`src/rtl/pc_fetch_sequencer.sv`:
```
// Multicycle fetch/commit sequencer: owns the architectural PC, requests each
// instruction word, waits for execute and commits the next PC, with halt and traps.
module pc_fetch_sequencer #(
   parameter int unsigned       XLEN         = 32,
   parameter logic [XLEN-1:0]   RESET_VECTOR = 32'h0000_0000,
   parameter int unsigned       ACK_TIMEOUT  = 255,
   parameter int unsigned       CNT_W        = 32
) (
   input  logic             clk,
   input  logic             rst_n,
   input  logic             load_active,
   input  logic             run_en,
   input  logic             imem_ack,
   input  logic             exec_done,
   input  logic [1:0]       pc_src,
   input  logic [XLEN-1:0]  br_target,
   input  logic [XLEN-1:0]  jalr_target,
   input  logic             halt_req,
   input  logic             resume,
   output logic [XLEN-1:0]  pc,
   output logic             imem_req,
   output logic [XLEN-1:0]  imem_addr,
   output logic             instr_valid,
   output logic [CNT_W-1:0] instret,
   output logic             trap,
   output logic [1:0]       trap_cause,
   output logic [2:0]       state_dbg
);

   localparam int unsigned TMO_W = $clog2(ACK_TIMEOUT + 1);

   typedef enum logic [2:0] {
      S_IDLE = 3'd0,
      S_REQ  = 3'd1,
      S_EXEC = 3'd2,
      S_HALT = 3'd3,
      S_TRAP = 3'd4
   } state_e;

   localparam logic [1:0] CAUSE_NONE    = 2'b00;
   localparam logic [1:0] CAUSE_TIMEOUT = 2'b01;
   localparam logic [1:0] CAUSE_MISALGN = 2'b10;

   state_e            state_q, state_d;
   logic [XLEN-1:0]   pc_q, pc_d;
   logic [CNT_W-1:0]  instret_q, instret_d;
   logic [TMO_W-1:0]  tmo_q, tmo_d;
   logic              imem_req_q, imem_req_d;
   logic              instr_valid_q, instr_valid_d;
   logic              trap_q, trap_d;
   logic [1:0]        cause_q, cause_d;
   logic [XLEN-1:0]   next_pc;
   logic [TMO_W-1:0]  tmo_inc;

   // Candidate next PC; pc_src=11 is reserved and behaves as sequential
   always_comb begin
      next_pc = pc_q + XLEN'(4);
      case (pc_src)
         2'b01:   next_pc = br_target;
         2'b10:   next_pc = jalr_target & ~XLEN'(1);
         default: next_pc = pc_q + XLEN'(4);
      endcase
   end

   always_comb begin
      state_d       = state_q;
      pc_d          = pc_q;
      instret_d     = instret_q;
      tmo_d         = '0;
      instr_valid_d = 1'b0;
      trap_d        = trap_q;
      cause_d       = cause_q;
      tmo_inc       = tmo_q + TMO_W'(1);

      if (load_active) begin
         state_d   = S_IDLE;
         pc_d      = RESET_VECTOR;
         instret_d = '0;
         trap_d    = 1'b0;
         cause_d   = CAUSE_NONE;
      end else begin
         case (state_q)
            S_IDLE: begin
               if (run_en) state_d = S_REQ;
            end
            S_REQ: begin
               if (imem_ack) begin
                  instr_valid_d = 1'b1;
                  state_d       = S_EXEC;
               end else if (tmo_inc == TMO_W'(ACK_TIMEOUT)) begin
                  state_d = S_TRAP;
                  trap_d  = 1'b1;
                  cause_d = CAUSE_TIMEOUT;
               end else begin
                  tmo_d = tmo_inc;
               end
            end
            S_EXEC: begin
               if (exec_done) begin
                  if (next_pc[1:0] != 2'b00) begin
                     state_d = S_TRAP;
                     trap_d  = 1'b1;
                     cause_d = CAUSE_MISALGN;
                  end else begin
                     pc_d      = next_pc;
                     instret_d = instret_q + CNT_W'(1);
                     state_d   = halt_req ? S_HALT : S_REQ;
                  end
               end
            end
            S_HALT: begin
               if (resume) state_d = S_REQ;
            end
            S_TRAP: begin
               state_d = S_TRAP;
            end
            default: begin
               state_d = S_IDLE;
            end
         endcase
      end

      // Request is registered so it lines up with the state it belongs to
      imem_req_d = (state_d == S_REQ);
   end

   always_ff @(posedge clk) begin
      if (!rst_n) begin
         state_q       <= S_IDLE;
         pc_q          <= RESET_VECTOR;
         instret_q     <= '0;
         tmo_q         <= '0;
         imem_req_q    <= 1'b0;
         instr_valid_q <= 1'b0;
         trap_q        <= 1'b0;
         cause_q       <= CAUSE_NONE;
      end else begin
         state_q       <= state_d;
         pc_q          <= pc_d;
         instret_q     <= instret_d;
         tmo_q         <= tmo_d;
         imem_req_q    <= imem_req_d;
         instr_valid_q <= instr_valid_d;
         trap_q        <= trap_d;
         cause_q       <= cause_d;
      end
   end

   assign pc          = pc_q;
   assign imem_addr   = pc_q;
   assign imem_req    = imem_req_q;
   assign instr_valid = instr_valid_q;
   assign instret     = instret_q;
   assign trap        = trap_q;
   assign trap_cause  = cause_q;
   assign state_dbg   = state_q;

endmodule

```
`config.mk`:
```
export PLATFORM = sky130hd
export DESIGN_NAME = pc_fetch_sequencer
export DESIGN_NICKNAME = d
export VERILOG_FILES = /design/src/rtl/pc_fetch_sequencer.sv
export SDC_FILE = /design/constraint.sdc
export NUM_CORES = 1
export LEC_CHECK = 0
export CAP_MARGIN = 30
export CORE_UTILIZATION = 46
export CTS_BUF_LIST = sky130_fd_sc_hd__clkbuf_8
export DETAILED_ROUTE_END_ITERATION = 6
export PLACE_DENSITY = 0.86
export SYNTH_ARGS = -nofsm -noshare
export SYNTH_HDL_FRONTEND = slang
export SYNTH_SLANG_ARGS = --single-unit
```
`constraint.sdc`:
```
create_clock -name clk -period 2.5 [get_ports clk]
set_input_delay 0.5 -clock clk [delete_from_list [all_inputs] [get_ports clk]]
set_output_delay 0.5 -clock clk [all_outputs]
set_load 0.02 [all_outputs]
```
==> results by stage, run 1 <==
Status:
- The run finished with clean final reports.

Logic synthesis:
- The part of the Yosys area used for sequential elements is between 30% and 40%.
- The total of warnings raised by yosys is 0.
- For this run, the leading register cell type out of synthesis is sky130_fd_sc_hd__dfxtp_1.
- The most area-hungry cell type in the Yosys netlist is sky130_fd_sc_hd__dfxtp_1.
- By count the netlist is led by 80 x sky130_fd_sc_hd__dfxtp_1, 54 x sky130_fd_sc_hd__a21oi_1, 42 x sky130_fd_sc_hd__nand2_1, 40 x sky130_fd_sc_hd__nor2_1, 37 x sky130_fd_sc_hd__o21ai_0.
- The number of synthesized flops with an enable pin is 0.
- Synthesis instantiated 66 different standard cells from the library.
- Each instance of the synthesized netlist takes up on average about 8.0 µm².
- The area share of the largest cell type after synthesis is about a third.
- The total standard cell area after synthesis is about 4700 µm².
- Sorting the synthesized cells by area gives the leading types as sky130_fd_sc_hd__dfxtp_1 34%, sky130_fd_sc_hd__a21oi_1 5.8%, sky130_fd_sc_hd__buf_4 5.1%.
- The count of state elements after synthesis is 80.
- The number of nets in the synthesized netlist is ~670.
- After synthesis, the share of flip-flops with an asynchronous set or reset is 0%.
- In the synthesized netlist, the number of instances is roughly 590.
- The most common cell in the synthesized netlist is sky130_fd_sc_hd__dfxtp_1.

Drt:
- The total length of routed wires is 15.0 mm.
- The average via count per standard cell is about 6.0.
- In this run, the number of DRC markers left after iteration 0 of detailed routing was 250.
- After detailed routing, the number of remaining DRC violations is 0.
- Dividing the detail-routed wire length by the instance count gives roughly 17 µm.
- The count of TritonRoute iterations in the first routing pass is 5.
- The overall via count from detail_route is 5327.
- The count of nets left with antenna violations once routing finished came out at 0.

Critical path:
- The category of the worst setup path capture point is a flop.
- The type of origin of the critical path is an input pin.
- The required time of the critical path is ~2.8 ns.
- Setup slack on the worst reg-to-reg path comes out at 0.26 ns.
- The number of cells on the worst reg-to-reg path is 5.
- The critical path starts at pc_src[0].
- The startpoint identified for the worst register-to-register timing path is imem_addr[13].
- The arrival time of the worst setup path is 2.69 ns.
- The start-to-end type of the worst setup path is in -> reg.
- The worst register-to-register path ends at imem_addr[22].
- The termination of the worst setup path is instret[21].
- In this run the worst path has a maximum fanout of 14.

Cells and area:
- The layout filler cell count is approximately 830.
- The repair_antennas step left the layout with diodes totalling 0.
- The final net count is 831.
- The share of final-layout standard cells stronger than drive strength 1 is between 10% and 20%.
- The non-filler instance count after layout is 889.
- The synthesis-to-layout area growth is 46.8%.

Placed design:
- The half-perimeter wire length of the detailed placement result is 11.2 mm.
- The number of buffers added on ports is 176.
- The congestion estimate from routability-driven global placement came to around 0.93.
- In this run, placement finished with an instance count of 873.

Die:
- The top-level I/O count is ~180.
- The starting utilization of the core area is a little under half.
- The width of the die is between 100 and 150 µm.
- The core area is ~10000 µm².
- Measured along the y axis, the die boundary spans between 100 and 150 µm.
- After floorplanning, the core was divided into 36 placement rows.
- The die covers 10600 µm².

GRT:
- The met3 demand-to-capacity share in global routing is approximately 4.3%.
- The initial antenna violation count is 0.
- The maximum number of pins on one net before global-route repair is 32.
- The global-route wire length before repair is approximately 24 mm.
- The most used routing layer in global routing is met2.
- The number of global-route vias before repair is 5096.
- Global routing used between 30% and 40% of the available met1 tracks.
- After global routing the overflow that remains totals 0.
- For met2 alone, demand over resource in global routing was around 52%.
- The overall routing resource usage is roughly 28%.

CTS:
- The clock latency at the later pin of the worst-skew pair is roughly 0.35 ns.
- The CTS tree is built.
- The clock passes through at most 2 buffers.
- The cell sitting at the root of the clock tree is a sky130_fd_sc_hd__clkbuf_8.
- The number of clock sinks is 80.
- The CTS H-tree depth is 3.
- The number of resized instances in the post-cts repair step is 2.
- The clock-pin slew reported for the worst setup and hold paths after clock tree synthesis is approximately 0.09 ns.
- Clock tree synthesis inserted a total of 9 buffers.
- The count of buffers added by post-CTS timing repair for setup is 0.
- The hold buffer count at CTS is 0.

Timing:
- The tightest hold path in the finished design has a slack of around 0.5 ns.
- The final critical-path required period is 2.41 ns.
- Measured against its own limit, the worst slew margin works out to a little under 60%.
- The share of the cycle needed by the critical path after routing is 96.2%.
- The number of slew-limit violations in the final report was 0.
- The actual transition at the worst max-transition pin is approximately 0.60 ns.
- Setup violations remaining at the end of the flow were counted as 0.
- The fmax is 0.416 GHz.
- Clock skew on the completed layout was measured at between 0.01 and 0.015 ns.
- The count of final hold-check violations is 0.

Pwr:
- The net switching power is around 0.00068 W.
- The switching power as a share of total power is between 20% and 30%.
- The analysis attributes to cell leakage a power of 2.25 nW.
- The power density over the cells is about 400 nW/µm².
- After layout, the design draws a total of 0.00272 W.
- The fraction of power consumed by the clock network is between 30% and 40%.
- The worst IR drop on VDD is ~310 µV.
- The internal power component is just over 0.002 W.
- The power share of the combinational group is 13.4%.
- The sequential power share is a little under half.

Job:
- The number of max-cap violations is 0.

Worst hold path:
- The worst hold-check path type is reg -> reg.
## logic make-up (layout without fill, tap and decap cells)
logic type | after synthesis | count (layout) | share of synthesized area, %
and+or+nand+nor | 217 | 217 | 25.3
adders and majority gates | 6 | 6 | 1.60
AOI/OAI and AO/OA | 187 | 187 | 26.7
DFF | 80 | 80 | 34.1
xor gates and xnor gates | 14 | 14 | 2.61
muxes | 2 | 2 | 0.427
buffers and inverters | 82 | 250 | 9.20
## worst min path at each step
stage	from	to	slack, ns	depth (start not counted)
after CTS	instret[17]	instret[17]	0.50	2
after global placement	instret[31]	instret[31]	0.47	2
after floorplan	tmo_q[0]	tmo_q[0]	0.46	1
final	instret[17]	instret[17]	0.50	2
after detailed placement	trap	trap	0.48	1
after global routing	trap	trap	0.53	1
## registers in the layout (all words and copies together), names as in the netlist
register,cells
imem_addr,32
instret,32
tmo_q,8
state_dbg,3
trap_cause,2
imem_req,1
instr_valid,1
trap,1
## power by group through the flow
| stage | registers, W | clock network (W) | logic (W) |
|---|---|---|---|
| 6_report | 0.00128 | 0.00108 | 0.000366 |
| 5_1_grt | 0.00128 | 0.00114 | 0.000391 |
| 4_1_cts | 0.00128 | 0.00110 | 0.000355 |
| 3_5_place_dp | 0.00131 | 0 | 0.000351 |
| 3_3_place_gp | 0.00131 | 0 | 0.000344 |
| 2_1_floorplan | 0.00131 | 0 | 0.000149 |
## metal layers
| metal | routed length (µm) | vias to the layer above | share of wire [%] |
|---|---|---|---|
| li1 | - | 2522 | - |
| met1 | 5980 | 2524 | 40 |
| met2 | 7720 | 255 | 52 |
| met3 | 962 | 26 | 6.4 |
| met4 | 301 | 0 | 2.0 |
| met5 | 0 | - | 0 |
## placed cells by master (no fill, tap or decap), drive strengths merged, types with 12 or more instances in the layout
cell type,instances
a21oi,54
a221oi,14
buf,44
clkdlybuf4s50,176
dfxtp,80
inv,16
nand2,42
nand3,30
nand4,20
nor2,40
nor3,15
o21ai,37
o31ai,14
or3,15
or4,12
## cell type report
| cell class | instances | area, µm² | area share [%] |
|---|---|---|---|
| clock buffers | 9 | 124 | 1.80 |
| inverters | 14 | 52.6 | 0.763 |
| multi-input cells | 426 | 2710 | 39.4 |
| clock inverters | 7 | 103 | 1.49 |
| flip-flops and latches | 80 | 1600 | 23.3 |
| well taps | 133 | 166 | 2.42 |
| repair buffers | 220 | 2130 | 30.9 |
## stage by stage
step	utilization (%)	setup TNS (ns)	cell area [µm²]	worst slack, ns
floorplan	-	0	4690	0.228
global placement	67.4	-9.67	6620	-0.290
detailed placement	67.4	-12.95	6620	-0.346
CTS	69.8	0	6860	0.0323
global route	70.1	-0.000832	6890	-0.000832
finish	70.1	0	6890	0.0939
## critical path: stages
cell	delay (ns)
sky130_fd_sc_hd__clkdlybuf4s50_1	0.49
sky130_fd_sc_hd__inv_1	0.08
sky130_fd_sc_hd__ha_4	0.28
sky130_fd_sc_hd__nor3b_4	0.21
sky130_fd_sc_hd__a21o_1	0.18
sky130_fd_sc_hd__nand4_1	0.10
sky130_fd_sc_hd__buf_4	0.20
sky130_fd_sc_hd__or4b_1	0.50
sky130_fd_sc_hd__a21oi_1	0.15
Power figures use the tool's default switching activity.
==> run 2: changes to the inputs <==
--- a/config.mk
+++ b/config.mk
@@ -5,11 +5,13 @@
 export SDC_FILE = /design/constraint.sdc
 export NUM_CORES = 1
 export LEC_CHECK = 0
+export ABC_CLOCK_PERIOD_IN_PS = 2500
 export CAP_MARGIN = 30
 export CORE_UTILIZATION = 46
 export CTS_BUF_LIST = sky130_fd_sc_hd__clkbuf_8
 export DETAILED_ROUTE_END_ITERATION = 6
 export PLACE_DENSITY = 0.86
+export SLEW_MARGIN = 30
 export SYNTH_ARGS = -nofsm -noshare
 export SYNTH_HDL_FRONTEND = slang
 export SYNTH_SLANG_ARGS = --single-unit
==> results of run 2 <==
No change in the layout: final DEF, timing and power equal those of run 1.
